===== config.mk =====
export PLATFORM = sky130hd
export DESIGN_NAME = control_sequencer
export DESIGN_NICKNAME = d
export VERILOG_FILES = /design/src/rtl/control_sequencer.sv
export SDC_FILE = /design/constraint.sdc
export NUM_CORES = 1
export LEC_CHECK = 0
export CORE_MARGIN = 3
export CORE_UTILIZATION = 37
export CTS_CLUSTER_DIAMETER = 80
export DETAILED_ROUTE_END_ITERATION = 8
export PLACE_DENSITY = 0.76
export SYNTH_ARGS = -nofsm -noshare
export SYNTH_HDL_FRONTEND = slang
export SYNTH_SLANG_ARGS = --single-unit

===== constraint.sdc =====
create_clock -name clk -period 1.79 [get_ports clk]
set_input_delay 0.358 -clock clk [delete_from_list [all_inputs] [get_ports clk]]
set_output_delay 0.358 -clock clk [all_outputs]
set_load 0.02 [all_outputs]

===== src/rtl/control_sequencer.sv =====
// Multi-cycle fetch/decode/execute sequencer: fetches 4-field instructions, resolves
// HALT/JMP/BEQZ locally and hands every other opcode to an external ALU.
module control_sequencer #(
  parameter int unsigned WORD_W  = 20,
  parameter int unsigned FIELD_W = 5,
  parameter int unsigned PC_W    = 5,
  parameter int unsigned CNT_W   = 16,
  parameter int unsigned OP_HALT = 31,
  parameter int unsigned OP_JMP  = 30,
  parameter int unsigned OP_BEQZ = 29
) (
  input  logic               clk,
  input  logic               rst,
  input  logic               run,
  output logic               halted,
  output logic [PC_W-1:0]    pc,
  output logic [CNT_W-1:0]   instr_count,
  output logic               imem_req,
  output logic [PC_W-1:0]    imem_addr,
  input  logic               imem_valid,
  input  logic [WORD_W-1:0]  imem_rdata,
  output logic [FIELD_W-1:0] rf_raddr_a,
  output logic [FIELD_W-1:0] rf_raddr_b,
  input  logic [WORD_W-1:0]  rf_rdata_a,
  input  logic [WORD_W-1:0]  rf_rdata_b,
  output logic [FIELD_W-1:0] alu_op,
  output logic [WORD_W-1:0]  alu_a,
  output logic [WORD_W-1:0]  alu_b,
  output logic               alu_start,
  input  logic               alu_done,
  input  logic [WORD_W-1:0]  alu_result,
  output logic               rf_we,
  output logic [FIELD_W-1:0] rf_waddr,
  output logic [WORD_W-1:0]  rf_wdata
);

  typedef enum logic [2:0] {
    S_IDLE, S_FETCH, S_DECODE, S_READ, S_START, S_WAIT, S_WRITE, S_HALT
  } state_t;

  state_t          state, state_nxt;
  logic [PC_W-1:0] pc_nxt;
  logic            retire;
  logic            fetch_accept;

  // Instruction word bits above the four fields carry no meaning.
  if (WORD_W > 4 * FIELD_W) begin : g_hi_bits
    logic unused_hi;
    assign unused_hi = ^imem_rdata[WORD_W-1:4*FIELD_W];
  end

  assign imem_addr    = pc;
  assign fetch_accept = (state == S_FETCH) && imem_valid;

  always_ff @(posedge clk) begin
    if (rst) state <= S_IDLE;
    else     state <= state_nxt;
  end

  // Next state, next pc and retire strobe.
  always_comb begin
    state_nxt = state;
    pc_nxt    = pc;
    retire    = 1'b0;
    case (state)
      S_IDLE:   if (run) state_nxt = S_FETCH;
      S_FETCH:  if (imem_valid) state_nxt = S_DECODE;
      S_DECODE: state_nxt = S_READ;
      S_READ: begin
        if (alu_op == FIELD_W'(OP_HALT)) begin
          state_nxt = S_HALT;
        end else if (alu_op == FIELD_W'(OP_JMP)) begin
          pc_nxt    = PC_W'(rf_waddr);
          retire    = 1'b1;
          state_nxt = S_FETCH;
        end else if (alu_op == FIELD_W'(OP_BEQZ)) begin
          pc_nxt    = (rf_rdata_a == '0) ? PC_W'(rf_waddr) : pc + PC_W'(1);
          retire    = 1'b1;
          state_nxt = S_FETCH;
        end else begin
          state_nxt = S_START;
        end
      end
      S_START:  state_nxt = S_WAIT;
      S_WAIT:   if (alu_done) state_nxt = S_WRITE;
      S_WRITE: begin
        pc_nxt    = pc + PC_W'(1);
        retire    = 1'b1;
        state_nxt = S_FETCH;
      end
      S_HALT:   state_nxt = S_HALT;
      default:  state_nxt = S_IDLE;
    endcase
  end

  // Registered datapath and strobes; strobes decoded from the upcoming state.
  always_ff @(posedge clk) begin
    if (rst) begin
      pc          <= '0;
      instr_count <= '0;
      imem_req    <= 1'b0;
      alu_start   <= 1'b0;
      rf_we       <= 1'b0;
      halted      <= 1'b0;
      alu_op      <= '0;
      rf_raddr_a  <= '0;
      rf_raddr_b  <= '0;
      rf_waddr    <= '0;
      alu_a       <= '0;
      alu_b       <= '0;
      rf_wdata    <= '0;
    end else begin
      pc        <= pc_nxt;
      imem_req  <= (state_nxt == S_FETCH);
      alu_start <= (state_nxt == S_START);
      rf_we     <= (state_nxt == S_WRITE);
      halted    <= (state_nxt == S_HALT);
      if (retire && (instr_count != '1)) instr_count <= instr_count + CNT_W'(1);
      if (fetch_accept) begin
        alu_op     <= imem_rdata[0 +: FIELD_W];
        rf_raddr_a <= imem_rdata[FIELD_W +: FIELD_W];
        rf_raddr_b <= imem_rdata[2*FIELD_W +: FIELD_W];
        rf_waddr   <= imem_rdata[3*FIELD_W +: FIELD_W];
      end
      if (state == S_READ) begin
        alu_a <= rf_rdata_a;
        alu_b <= rf_rdata_b;
      end
      if ((state == S_WAIT) && alu_done) rf_wdata <= alu_result;
    end
  end

endmodule


==> reports/qor.csv <==
stage,metric,value,unit
timing,Hold WS,364,ps
timing,Worst-Margin Slew,388,ps
worst_setup_path,reg2reg start,instr_count[13]$_SDFFE_PP0P_,
hold_path,hold path startpoint,rst,
worst_setup_path,CP required,2060,ps
route,Vias,4410,
route,WL per Instance,14.5,um
worst_setup_path,Startpoint Class,flip-flop,
yosys,Synth Area in Compound Gates,13.2,%
worst_setup_path,Setup Crit Path Kind,reg2reg,
worst_setup_path,crit-path leading delay family,simple AND/OR/NAND/NOR gates,
global_routing,grt total ovfl,0,
global_routing,initial antenna violation count,0,
clock_tree,clk_lat worst skew,340,ps
place,HPWL after DPL,9510,um
timing,Slew HR,74.1,%
power_and_ir_drop,pwr/cell area,779,nW/um^2
timing,Tcrit/Tclk final,98.7,%
die,Initial Util,38.6,%
yosys,area share of the largest cell type after synthesis,50.6,%
yosys,Mapped Nets,624,
yosys,synthesized area,4280,um^2
worst_setup_path,crit path cell chain,nand4_1 > nor4_4 > nor4_4 > buf_4 > buf_4 > a31o_2 > a21oi_1,
yosys,post-synthesis adder-cell area fraction,0.585,%
clock_tree,Worst-path clk slew,70,ps
yosys,"area leader, netlist",dfxtp_1,
worst_setup_path,flop2flop setup slack,20,ps
yosys,Post-Synthesis Cells,537,
route,1st-pass router iterations,5,
power_and_ir_drop,total power,5400,uW
yosys,sequential area share after synthesis,50.6,%
route,final wirelength,12800,um
route,number of remaining DRC errors,0,
worst_setup_path,Crit-path slowest cell,dfxtp_1,
clock_tree,number of buffers created by CTS,9,
clock_tree,clk buf depth,2,
hold_path,Hold Path Class,in2reg,
route,1st-iter DRT viols,195,
die,Placement Rows,38,
yosys,post-synthesis mux area share,0.966,%
die,chip width,113,um
global_routing,global-route wire length before repair,20600,um
job,Max-Cap Viols,0,
die,core box area,11100,um^2
layout,Area Growth Syn to Fin,61.9,%
layout,nets,821,
outcome,outcome,"finished, final reports clean",
yosys,top post-synthesis cells by area,"dfxtp_1, nand2_1, a21oi_1, clkbuf_1, xnor2_1",
die,Die Y,113,um
place,Port Buf Inserts,194,
yosys,Simple-Gate Fraction of Synth Area,27.1,%
yosys,Synth Warn #,0,
worst_setup_path,WP buf/inv,2,
die,IO Pins,195,
place,gpl congestion,0.840,
timing,Tmin final,1770,ps
layout,Layout Utilization,62.5,%
yosys,XOR/XNOR Fraction of Synth Area,2.66,%
clock_tree,CTS H-tree depth,3,
die,total die area,12900,um^2
clock_tree,Root Buffer,clkbuf_16,
timing,Final Setup Violations,0,
layout,antenna cells,0,
timing,max-slew violations,0,
layout,fin cells,879,
yosys,largest family of logic cells by synthesized area,simple AND/OR/NAND/NOR gates,
timing,fmax,566,MHz
power_and_ir_drop,VDD IR max,0.560,mV
yosys,Yosys cell types,38,
timing,Setup Skew,4.28,ps
global_routing,vias in the first global route,4374,
yosys,Yosys reg bits,108,
route,DRT antenna net count,0,
worst_setup_path,crit-path max FO,4,
yosys,Avg Inst Size Synth,7.96,um^2
global_routing,Total GRT Usage,19.5,%
clock_tree,CTS Sinks,108,
power_and_ir_drop,P_leak,0.00265,uW
place,placed cells,856,
worst_setup_path,Critical Path Max Stage Delay,390,ps
worst_setup_path,launch point of the worst path,instr_count[13]$_SDFFE_PP0P_,
timing,RSZ-0062 raised after global routing,yes,
layout,layout cells sized above 1,10.1,%
clock_tree,CTS tree,yes,
route,via-per-instance ratio,5.02,
worst_setup_path,CP Capture Type,flip-flop,
clock_tree,hold buffers post-CTS,0,
worst_setup_path,CP Data Arrival Time,2030,ps
global_routing,largest net degree at the start of global routing,39,
timing,Final Hold Fails,0,
[layer usage]
layer | vias up | track usage [%] | wire [um]
li1 | 2183 | - | -
met1 | 2060 | 22.7 | 5100
met2 | 149 | 34.0 | 6490
met3 | 18 | 6.05 | 942
met4 | 0 | 6.41 | 233
met5 | - | 0 | 0
[power by group]
group          total (uW)  switching (uW)  internal [uW]
sequential           2520            49.7           2470
combinational         703             335            368
clock                2170             860           1310
total                5400            1240           4150
[final cells by class]
cell class | count | area [um^2]
Tap cell | 140 | 175
Inverter | 5 | 18.8
Sequential cell | 108 | 2180
Clock inverter | 5 | 81.3
Fill cell | 915 | 4160
Timing Repair Buffer | 227 | 2210
Multi-Input combinational cell | 383 | 2000
Clock buffer | 11 | 254
[cells in the mapped netlist]
cell       instances
nor2b_1            5
inv_1              5
buf_2              2
buf_4              5
nand3_1           12
nor2_1            23
o31a_1             1
o31ai_1            1
and2_1             1
and3_1             4
a31oi_1            4
mux2_1             1
nand2_1          177
nand4b_1           2
nand4_1            7
buf_6              2
o21ai_0            5
nand3b_1           2
nand2b_1           1
nor4_1            10
nand3b_4           1
o32a_1             1
a31o_2             1
a211oi_1           2
clkbuf_1          32
a2bb2oi_1          3
nor4_4             2
nor3b_1            3
dfxtp_1          108
or3_1              2
ha_1               2
nor4b_1            2
xnor2_1           10
nor3_1             5
o2bb2ai_1          1
a21oi_1           86
mux2i_1            3
xor2_1             3
[kinds of logic after synthesis]
kind of cell | after synthesis
adder cells (fa/ha/maj) | 2
AO/OA/AOI/OAI | 105
multiplexers | 4
flip-flops | 108
buffers and inverters | 46
AND/OR/NAND/NOR | 259
XOR/XNOR | 13
[sequential cells by signal (all words and copies together) (netlist names), 3 cells and up]
name	flops
rf_waddr	5
alu_a	20
rf_raddr_b	5
state	3
imem_addr	5
rf_wdata	20
alu_b	20
instr_count	16
alu_op	5
rf_raddr_a	5
[stage by stage]
step           worst slack (ps)  instance area [um^2]  TNS (ps)
5_1_grt                   -67.4                  6920      -199
6_report                   24.1                  6920         0
2_1_floorplan             -39.7                  4310     -39.7
3_3_place_gp               -308                  6430     -1350
3_5_place_dp               -381                  6430     -1610
4_1_cts                   0.276                  6770         0
[placed cells by master, fill, tap and decap left out, types with 5 or more instances in the layout]
master and instances:
o21ai_0 5, dfxtp_1 96, dlymetal6s2s_1 13, a21oi_1 86
xnor2_1 10, nand4_1 7, clkdlybuf4s50_1 174, nor4_1 8
inv_1 5, nand3_1 10, nand2_1 177, nor2b_1 5
nor2_1 23, dlygate4sd2_1 6, nor3_1 5, dfxtp_2 9
buf_4 33, clkbuf_16 10
[worst paths after layout]
kind              cells after the start                           end
hold / removal                        2   instr_count[8]$_SDFFE_PP0P_
setup / recovery                      7  instr_count[13]$_SDFFE_PP0P_
hold reg to reg                       2         alu_b[9]$_SDFFE_PP0P_
setup reg to reg                      7  instr_count[13]$_SDFFE_PP0P_
[what timing repair did]
action                     in CTS  in global routing
pin swaps                       0                  7
setup endpoints to repair       8                 26
gates cloned                    0                  1
gates resized for setup         8                 28
buffers inserted                0                  6
Power figures use the tool's default switching activity.
